File: src/rtl/bcd_to_score.sv
// bcd_to_score: four-digit BCD to 15-bit binary converter.
// One Horner step (acc*10 + digit) per clock, start/busy/done handshake.
// Digits are captured when a request is accepted, so the inputs may change
// freely while a conversion runs.
module bcd_to_score (
  input  logic        clk,
  input  logic        rst_n,
  input  logic        start,
  input  logic [3:0]  thousands,
  input  logic [3:0]  hundreds,
  input  logic [3:0]  tens,
  input  logic [3:0]  ones,
  output logic [14:0] score,
  output logic        busy,
  output logic        done,
  output logic        err
);

  typedef enum logic [2:0] {StIdle, StD3, StD2, StD1, StD0} state_e;

  state_e      state_q, state_d;
  logic [3:0]  d3_q, d3_d;
  logic [3:0]  d2_q, d2_d;
  logic [3:0]  d1_q, d1_d;
  logic [3:0]  d0_q, d0_d;
  logic [13:0] acc_q, acc_d;
  logic [13:0] score_q, score_d;
  logic        done_q, done_d;
  logic        err_q, err_d;

  logic        invalid;
  logic [3:0]  digit_sel;
  logic [13:0] acc_x10;
  logic [13:0] horner;

  // A request is rejected if any incoming digit is outside 0..9.
  assign invalid = (thousands > 4'd9) || (hundreds > 4'd9) ||
                   (tens > 4'd9) || (ones > 4'd9);

  // acc never exceeds 999 before the final step, so 14 bits cannot overflow.
  assign acc_x10 = (acc_q << 3) + (acc_q << 1);
  assign horner  = acc_x10 + {10'd0, digit_sel};

  // Select the captured digit consumed by the current Horner step.
  always_comb begin
    digit_sel = 4'd0;
    unique case (state_q)
      StD3:    digit_sel = d3_q;
      StD2:    digit_sel = d2_q;
      StD1:    digit_sel = d1_q;
      StD0:    digit_sel = d0_q;
      default: digit_sel = 4'd0;
    endcase
  end

  // Next-state logic: accept/reject in idle, then one digit per cycle.
  always_comb begin
    state_d = state_q;
    d3_d    = d3_q;
    d2_d    = d2_q;
    d1_d    = d1_q;
    d0_d    = d0_q;
    acc_d   = acc_q;
    score_d = score_q;
    done_d  = 1'b0;
    err_d   = err_q;
    unique case (state_q)
      StIdle: begin
        if (start) begin
          d3_d  = thousands;
          d2_d  = hundreds;
          d1_d  = tens;
          d0_d  = ones;
          err_d = 1'b0;
          if (invalid) begin
            // Rejected: pulse done with err, keep the previous score.
            err_d  = 1'b1;
            done_d = 1'b1;
          end else begin
            acc_d   = 14'd0;
            state_d = StD3;
          end
        end
      end
      StD3: begin
        acc_d   = {10'd0, d3_q};
        state_d = StD2;
      end
      StD2: begin
        acc_d   = horner;
        state_d = StD1;
      end
      StD1: begin
        acc_d   = horner;
        state_d = StD0;
      end
      StD0: begin
        score_d = horner;
        done_d  = 1'b1;
        state_d = StIdle;
      end
      default: state_d = StIdle;
    endcase
  end

  // State and datapath registers; reset aborts any conversion in flight.
  always_ff @(posedge clk or negedge rst_n) begin
    if (!rst_n) begin
      state_q <= StIdle;
      d3_q    <= 4'd0;
      d2_q    <= 4'd0;
      d1_q    <= 4'd0;
      d0_q    <= 4'd0;
      acc_q   <= 14'd0;
      score_q <= 14'd0;
      done_q  <= 1'b0;
      err_q   <= 1'b0;
    end else begin
      state_q <= state_d;
      d3_q    <= d3_d;
      d2_q    <= d2_d;
      d1_q    <= d1_d;
      d0_q    <= d0_d;
      acc_q   <= acc_d;
      score_q <= score_d;
      done_q  <= done_d;
      err_q   <= err_d;
    end
  end

  assign score = {1'b0, score_q};
  assign busy  = (state_q != StIdle);
  assign done  = done_q;
  assign err   = err_q;

endmodule

File: config.mk
export PLATFORM = sky130hd
export DESIGN_NAME = bcd_to_score
export DESIGN_NICKNAME = d
export VERILOG_FILES = /design/src/rtl/bcd_to_score.sv
export SDC_FILE = /design/constraint.sdc
export NUM_CORES = 1
export LEC_CHECK = 0
export BUFFER_PORTS_ARGS = -buffer_cell sky130_fd_sc_hd__buf_2
export CAP_MARGIN = 30
export CORE_UTILIZATION = 56
export CTS_BUF_LIST = sky130_fd_sc_hd__clkbuf_4
export DETAILED_ROUTE_END_ITERATION = 10
export GPL_ROUTABILITY_DRIVEN = 0
export PLACE_DENSITY = 0.78
export SLEW_MARGIN = 0
export SYNTH_ARGS = -nofsm -noshare
export SYNTH_HDL_FRONTEND = slang
export SYNTH_SLANG_ARGS = --single-unit
File: constraint.sdc
create_clock -name clk -period 3.5 [get_ports clk]
set_input_delay 0.35 -clock clk [delete_from_list [all_inputs] [get_ports clk]]
set_output_delay 0.35 -clock clk [all_outputs]
set_load 0.05 [all_outputs]
Word level (Yosys, flattened, before mapping)
Index checks and enable logic that the tools add are counted.
{"block": "totals", "ff_bits": 48, "out_inout_bits": 18, "wordCells": 41}
{"block": "classes", "addsub": 2, "order_cmp": 4, "n_eq_ne": 6, "n_mux": 10, "reduce_logical": 10}
{"cell": "one-hot mux 13 bit (3 select lines)", "count": 1}
{"cell": "2-to-1 mux 13 bit", "count": 2}
{"cell": "> comparator 4 bit (second input constant)", "count": 4}
{"cell": "one-hot mux 4 bit (4 select lines)", "count": 1}
{"cell": "adder 14 bit", "count": 1}
{"cell": "adder 14 x 4 -> 14 bit", "count": 1}
{"cell": "one-hot mux 3 bit (4 select lines)", "count": 1}
{"cell": "== test 3 x 2 -> 1 bit (second input constant)", "count": 2}
{"cell": "2-to-1 mux 3 bit", "count": 2}
{"cell": "nonzero test 3 bit", "count": 2}
{"cell": "!= test 2 bit (second input constant)", "count": 2}
{"cell": "AND reduction 2 bit", "count": 2}
{"cell": "== test 3 x 1 -> 1 bit (second input constant)", "count": 1}
{"cell": "== test 3 bit (second input constant)", "count": 1}
{"cell": "zero test 3 bit", "count": 1}
{"cell": "logical OR 1 bit", "count": 3}
{"cell": "AND reduction 3 bit", "count": 1}
{"cell": "2-to-1 mux 1 bit", "count": 2}
{"cell": "one-hot mux 1 bit (2 select lines)", "count": 1}
{"cell": "OR reduction 2 bit", "count": 1}

Depth between registers and ports, before layout
{"block": "logic_depth", "word_depth": 7, "depth_mapped": 13}

Worst setup path before layout
Ideal clock, no wire load.
{"block": "synth_timing", "path_type": "register to register", "start": "register state_q[0]", "end": "register score_q[10]", "setup_ns": 0.125, "arrival_ns": 2.843, "required_ns": 3.375, "path_slack_ns": 0.532, "stages_incl_launch_ff": 12, "synth_period_minus_slack_ns": 2.968, "path_cell_list": "dfrtp_1 buf_2 nor2b_1 a22oi_1 o22ai_1 fa_1 fa_1 a211oi_1 o21ai_1 a21oi_1 xnor2_1 mux2_2"}
{"block": "synth_via", "elab_chain_len": 3, "elab_cells_between_ends": 6, "classes_between": "add/sub: 1; eq/ne: 4; mux: 1"}
{"element": "start: declaration", "line": "21", "rtl": "state_e state_q, state_d;"}
{"element": "start signal: assignment", "line": "109", "rtl": "state_q <= StIdle;"}
{"element": "start signal: assignment", "line": "119", "rtl": "state_q <= state_d;"}
{"element": "== test 3 bit, or another cell as far along", "line": "47, 67"}
{"element": "one-hot mux 4 bit (4 select lines)", "line": "47", "rtl": "unique case (state_q)"}
{"element": "adder 14 x 4 -> 14 bit", "line": "42", "rtl": "assign horner = acc_x10 + {10'd0, digit_sel};"}
{"element": "end signal: assignment", "line": "125", "rtl": "score_q <= score_d;"}
{"element": "end: declaration", "line": "27", "rtl": "logic [13:0] score_q, score_d;"}
Parallel ways exist; a longest one is shown, timed or not.
A chain may end at the register's enable or synchronous reset.

Worst setup path in the final report
{"block": "layout_timing", "start": "register state_q[0]", "end": "register acc_q[12]"}
{"block": "layout_via", "elab_chain_len": 4, "elab_cells_between_ends": 13, "classes_between": "add/sub: 1; eq/ne: 6; mux: 2; reduce/logical: 4"}
{"element": "== test 3 bit, or another cell as far along", "line": "47"}
{"element": "one-hot mux 4 bit (4 select lines) or OR reduction 2 bit (tied branches)"}
{"element": "adder 14 x 4 -> 14 bit or nonzero test 3 bit (tied branches)"}
{"element": "one-hot mux 13 bit (3 select lines) or AND reduction 3 bit (tied branches)"}
{"element": "end signal: assignment", "line": "114", "rtl": "acc_q <= 14'd0;"}
{"element": "end signal: assignment", "line": "124", "rtl": "acc_q <= acc_d;"}
{"element": "end: declaration", "line": "26", "rtl": "logic [13:0] acc_q, acc_d;"}
Parallel ways exist; a longest one is shown, timed or not.

==> results.yml <==
sta:
  rsz0062_at_grt: "no"
  post-route-period-util: 0.937
  period_minus_slack_ns: 3.28
  finalClockSkew_ns: 0.0127
  worst-slew-pin-transition_ns: 0.550
  drv_slew: 0
  setup_viol: 0
  tns_ns: 0
  max_freq_mhz: 305
  hold_viol_final: 0
  slew_headroom: 0.633
yosys:
  async_reset_ff_frac: 1.00
  yosysSeqAreaShare: 0.446
  ys_ff_latch: 48
  synth_area_mm2: 0.00269
  synthesis.instances: 248
  synth_warnings: 0
  yosys_most_used_dff: "dfrtp_1"
  synth.distinct_cells: 47
  synth_fp_nets: 291
  synth_edf_count: 0
  avgSynthCellArea_um2: 10.9
cells_and_area:
  area_growth_pct: 11.2
  final_cell_mix: "48 x dfrtp_1, 35 x buf_2, 28 x nand2_1"
  final_layout_size_suffix_gt1_frac: 0.251
  final_common_cell: "dfrtp_1"
  final_util: 0.669
  design_area_mm2: 0.00299
  diodes: 0
  nNetsFinal: 325
die:
  initial_core_util: 0.602
  die_w_um: 71.3
  rows: 24
  ios: 37
  core_mm2: 0.00447
  dieArea_mm2: 0.00509
  die_h_um: 71.3
worst_setup_path:
  rr_endpoint: "acc_q[12]$_DFFE_PN0P_"
  crit_type: "reg -> reg"
  required_ns: 3.77
  path_max_fanout: 13
  worstReg2RegStart: "state_q[0]$_DFFE_PN0P_"
  cp-start-kind: "flop"
  end_kind: "flop"
  worst_r2r_path_depth: 10
  arrival_ns: 3.56
  reg2reg_slack_ns: 0.22
global_route:
  grt_pass1_vias: 1872
  grt_use_total: 0.233
  antenna_found_initial: 0
  grt_overflow: 0
  grt_pass1_wl_um: 9120
  grt_start_max_net_pins: 26
cts:
  clkLatencyLatePin_ns: 0.37
  cts_root_buf: "clkbuf_4"
  cts_tree: "yes"
  cts_max_level: 2
  clockBufferDepth: 2
  cts_made_buffers: 5
  clkTransAtPathRegs_ns: 0.14
  clock-sinks: 48
  cts_setup_buffers: 0
flow_run:
  maxCapViolations: 0
placed_design:
  hpwl_um: 4040
  placed_area_mm2: 0.00290
  io_buffers: 35
min_path:
  whs_endpoint: "d0_q[0]$_DFFE_PN0P_"
  worstHoldStart: "ones[0]"
  hp-class: "in -> reg"
  holdPathStages: 2
route:
  drc_errors: 2
  drt_iter0_markers: 140
  via_count: 1991
  vias_per_cell: 5.94
  detail-route-antenna-nets: 0
  wire_per_inst_um: 16.0
  routed_wl_um: 5380
  drt-pass1-iter-count: 7
outcome:
  failed_checks: "DRC"
  status: "finished with violations"
critical path: stages (launching register included):
cell,delay [ns]
dfrtp_1,0.64
nor2b_1,0.24
a22oi_1,0.11
o22ai_1,0.17
fa_1,0.49
fa_1,0.49
a211oi_1,0.34
o21ai_1,0.15
nand4_1,0.20
mux2i_1,0.10
a211o_1,0.26
kinds of logic after synthesis:
kind of cell / share of synthesized area
buf+inv: 0.0237
fa+ha+maj: 0.117
flops: 0.446
mux: 0.103
compound gates: 0.158
other cells: 0.00139
simple gates: 0.121
xor+xnor: 0.0293
state kept, by name (all words and copies together), names as in the netlist:
signal	flops
d0_q	4
d2_q	4
score_q	14
d1_q	4
err	1
acc_q	13
d3_q	4
done	1
state_q	3
stage by stage:
step,cells,worst slack [ns],hold slack (ns)
after global routing,335,0.0276,0.187
after global placement,325,0.367,0.451
after floorplan,248,0.532,0.0544
final,335,0.219,0.203
after CTS,335,0.269,0.187
after detailed placement,326,0.292,0.367
Yosys cell counts, types with 2 or more instances:
master,instances,area share
xnor2_1,7,0.023
a211oi_1,3,0.0084
or3_1,2,0.0046
nor2b_1,3,0.0070
o22ai_1,3,0.0070
nand3_1,3,0.0056
o21ai_0,9,0.017
a21oi_1,11,0.020
xor2_1,2,0.0065
nand2_1,28,0.039
fa_1,2,0.015
a22oi_1,2,0.0056
nand4_1,4,0.0093
a21o_1,10,0.028
nor2_1,13,0.018
inv_1,2,0.0028
a22o_1,9,0.029
nand2b_1,3,0.0070
dfrtp_1,48,0.45
buf_2,6,0.011
mux2i_1,4,0.015
mux2_2,21,0.088
nor3_1,3,0.0056
buf_4,2,0.0056
ha_1,22,0.10
clkbuf_1,3,0.0042
and2_1,3,0.0070
layer usage:
| metal | vias to the layer above | wire length [µm] | GRT usage | share of wire |
|---|---|---|---|---|
| li1 | 975 | - | - | - |
| met4 | 0 | 82 | 0.0867 | 0.015 |
| met5 | - | 0 | 0 | 0 |
| met3 | 7 | 291 | 0.0408 | 0.054 |
| met1 | 962 | 2600 | 0.345 | 0.48 |
| met2 | 47 | 2400 | 0.343 | 0.45 |
worst max-delay path by stage:
stage	endpoint	start	depth (start not counted)	slack [ns]
6_report	acc_q[12]$_DFFE_PN0P_	state_q[0]$_DFFE_PN0P_	10	0.22
5_1_grt	acc_q[12]$_DFFE_PN0P_	state_q[0]$_DFFE_PN0P_	10	0.03
4_1_cts	acc_q[12]$_DFFE_PN0P_	state_q[0]$_DFFE_PN0P_	10	0.27
3_5_place_dp	acc_q[12]$_DFFE_PN0P_	state_q[0]$_DFFE_PN0P_	10	0.29
3_3_place_gp	score_q[10]$_DFFE_PN0N_	state_q[0]$_DFFE_PN0P_	10	0.37
2_1_floorplan	score_q[10]$_DFFE_PN0N_	state_q[0]$_DFFE_PN0P_	11	0.53
timing repair:
item / in CTS / in global routing
setup endpoints to repair: 0 / 0
endpoints found under the hold margin: 23 / 0
resized for setup: 0 / 0
hold buffers: 1 / 0
area by class of cell:
| cell class | count | area, µm² |
|---|---|---|
| Clock buffer | 6 | 45.0 |
| Clock inverter | 2 | 35.0 |
| Fill cell | 363 | 1480 |
| Inverter | 2 | 7.51 |
| Multi-Input combinational cell | 187 | 1430 |
| Sequential cell | 48 | 1200 |
| Tap cell | 52 | 65.1 |
| Timing Repair Buffer | 38 | 213 |
Power is not shown: default switching activity piles up to over one toggle a cycle in this logic, so the estimate is an artifact.
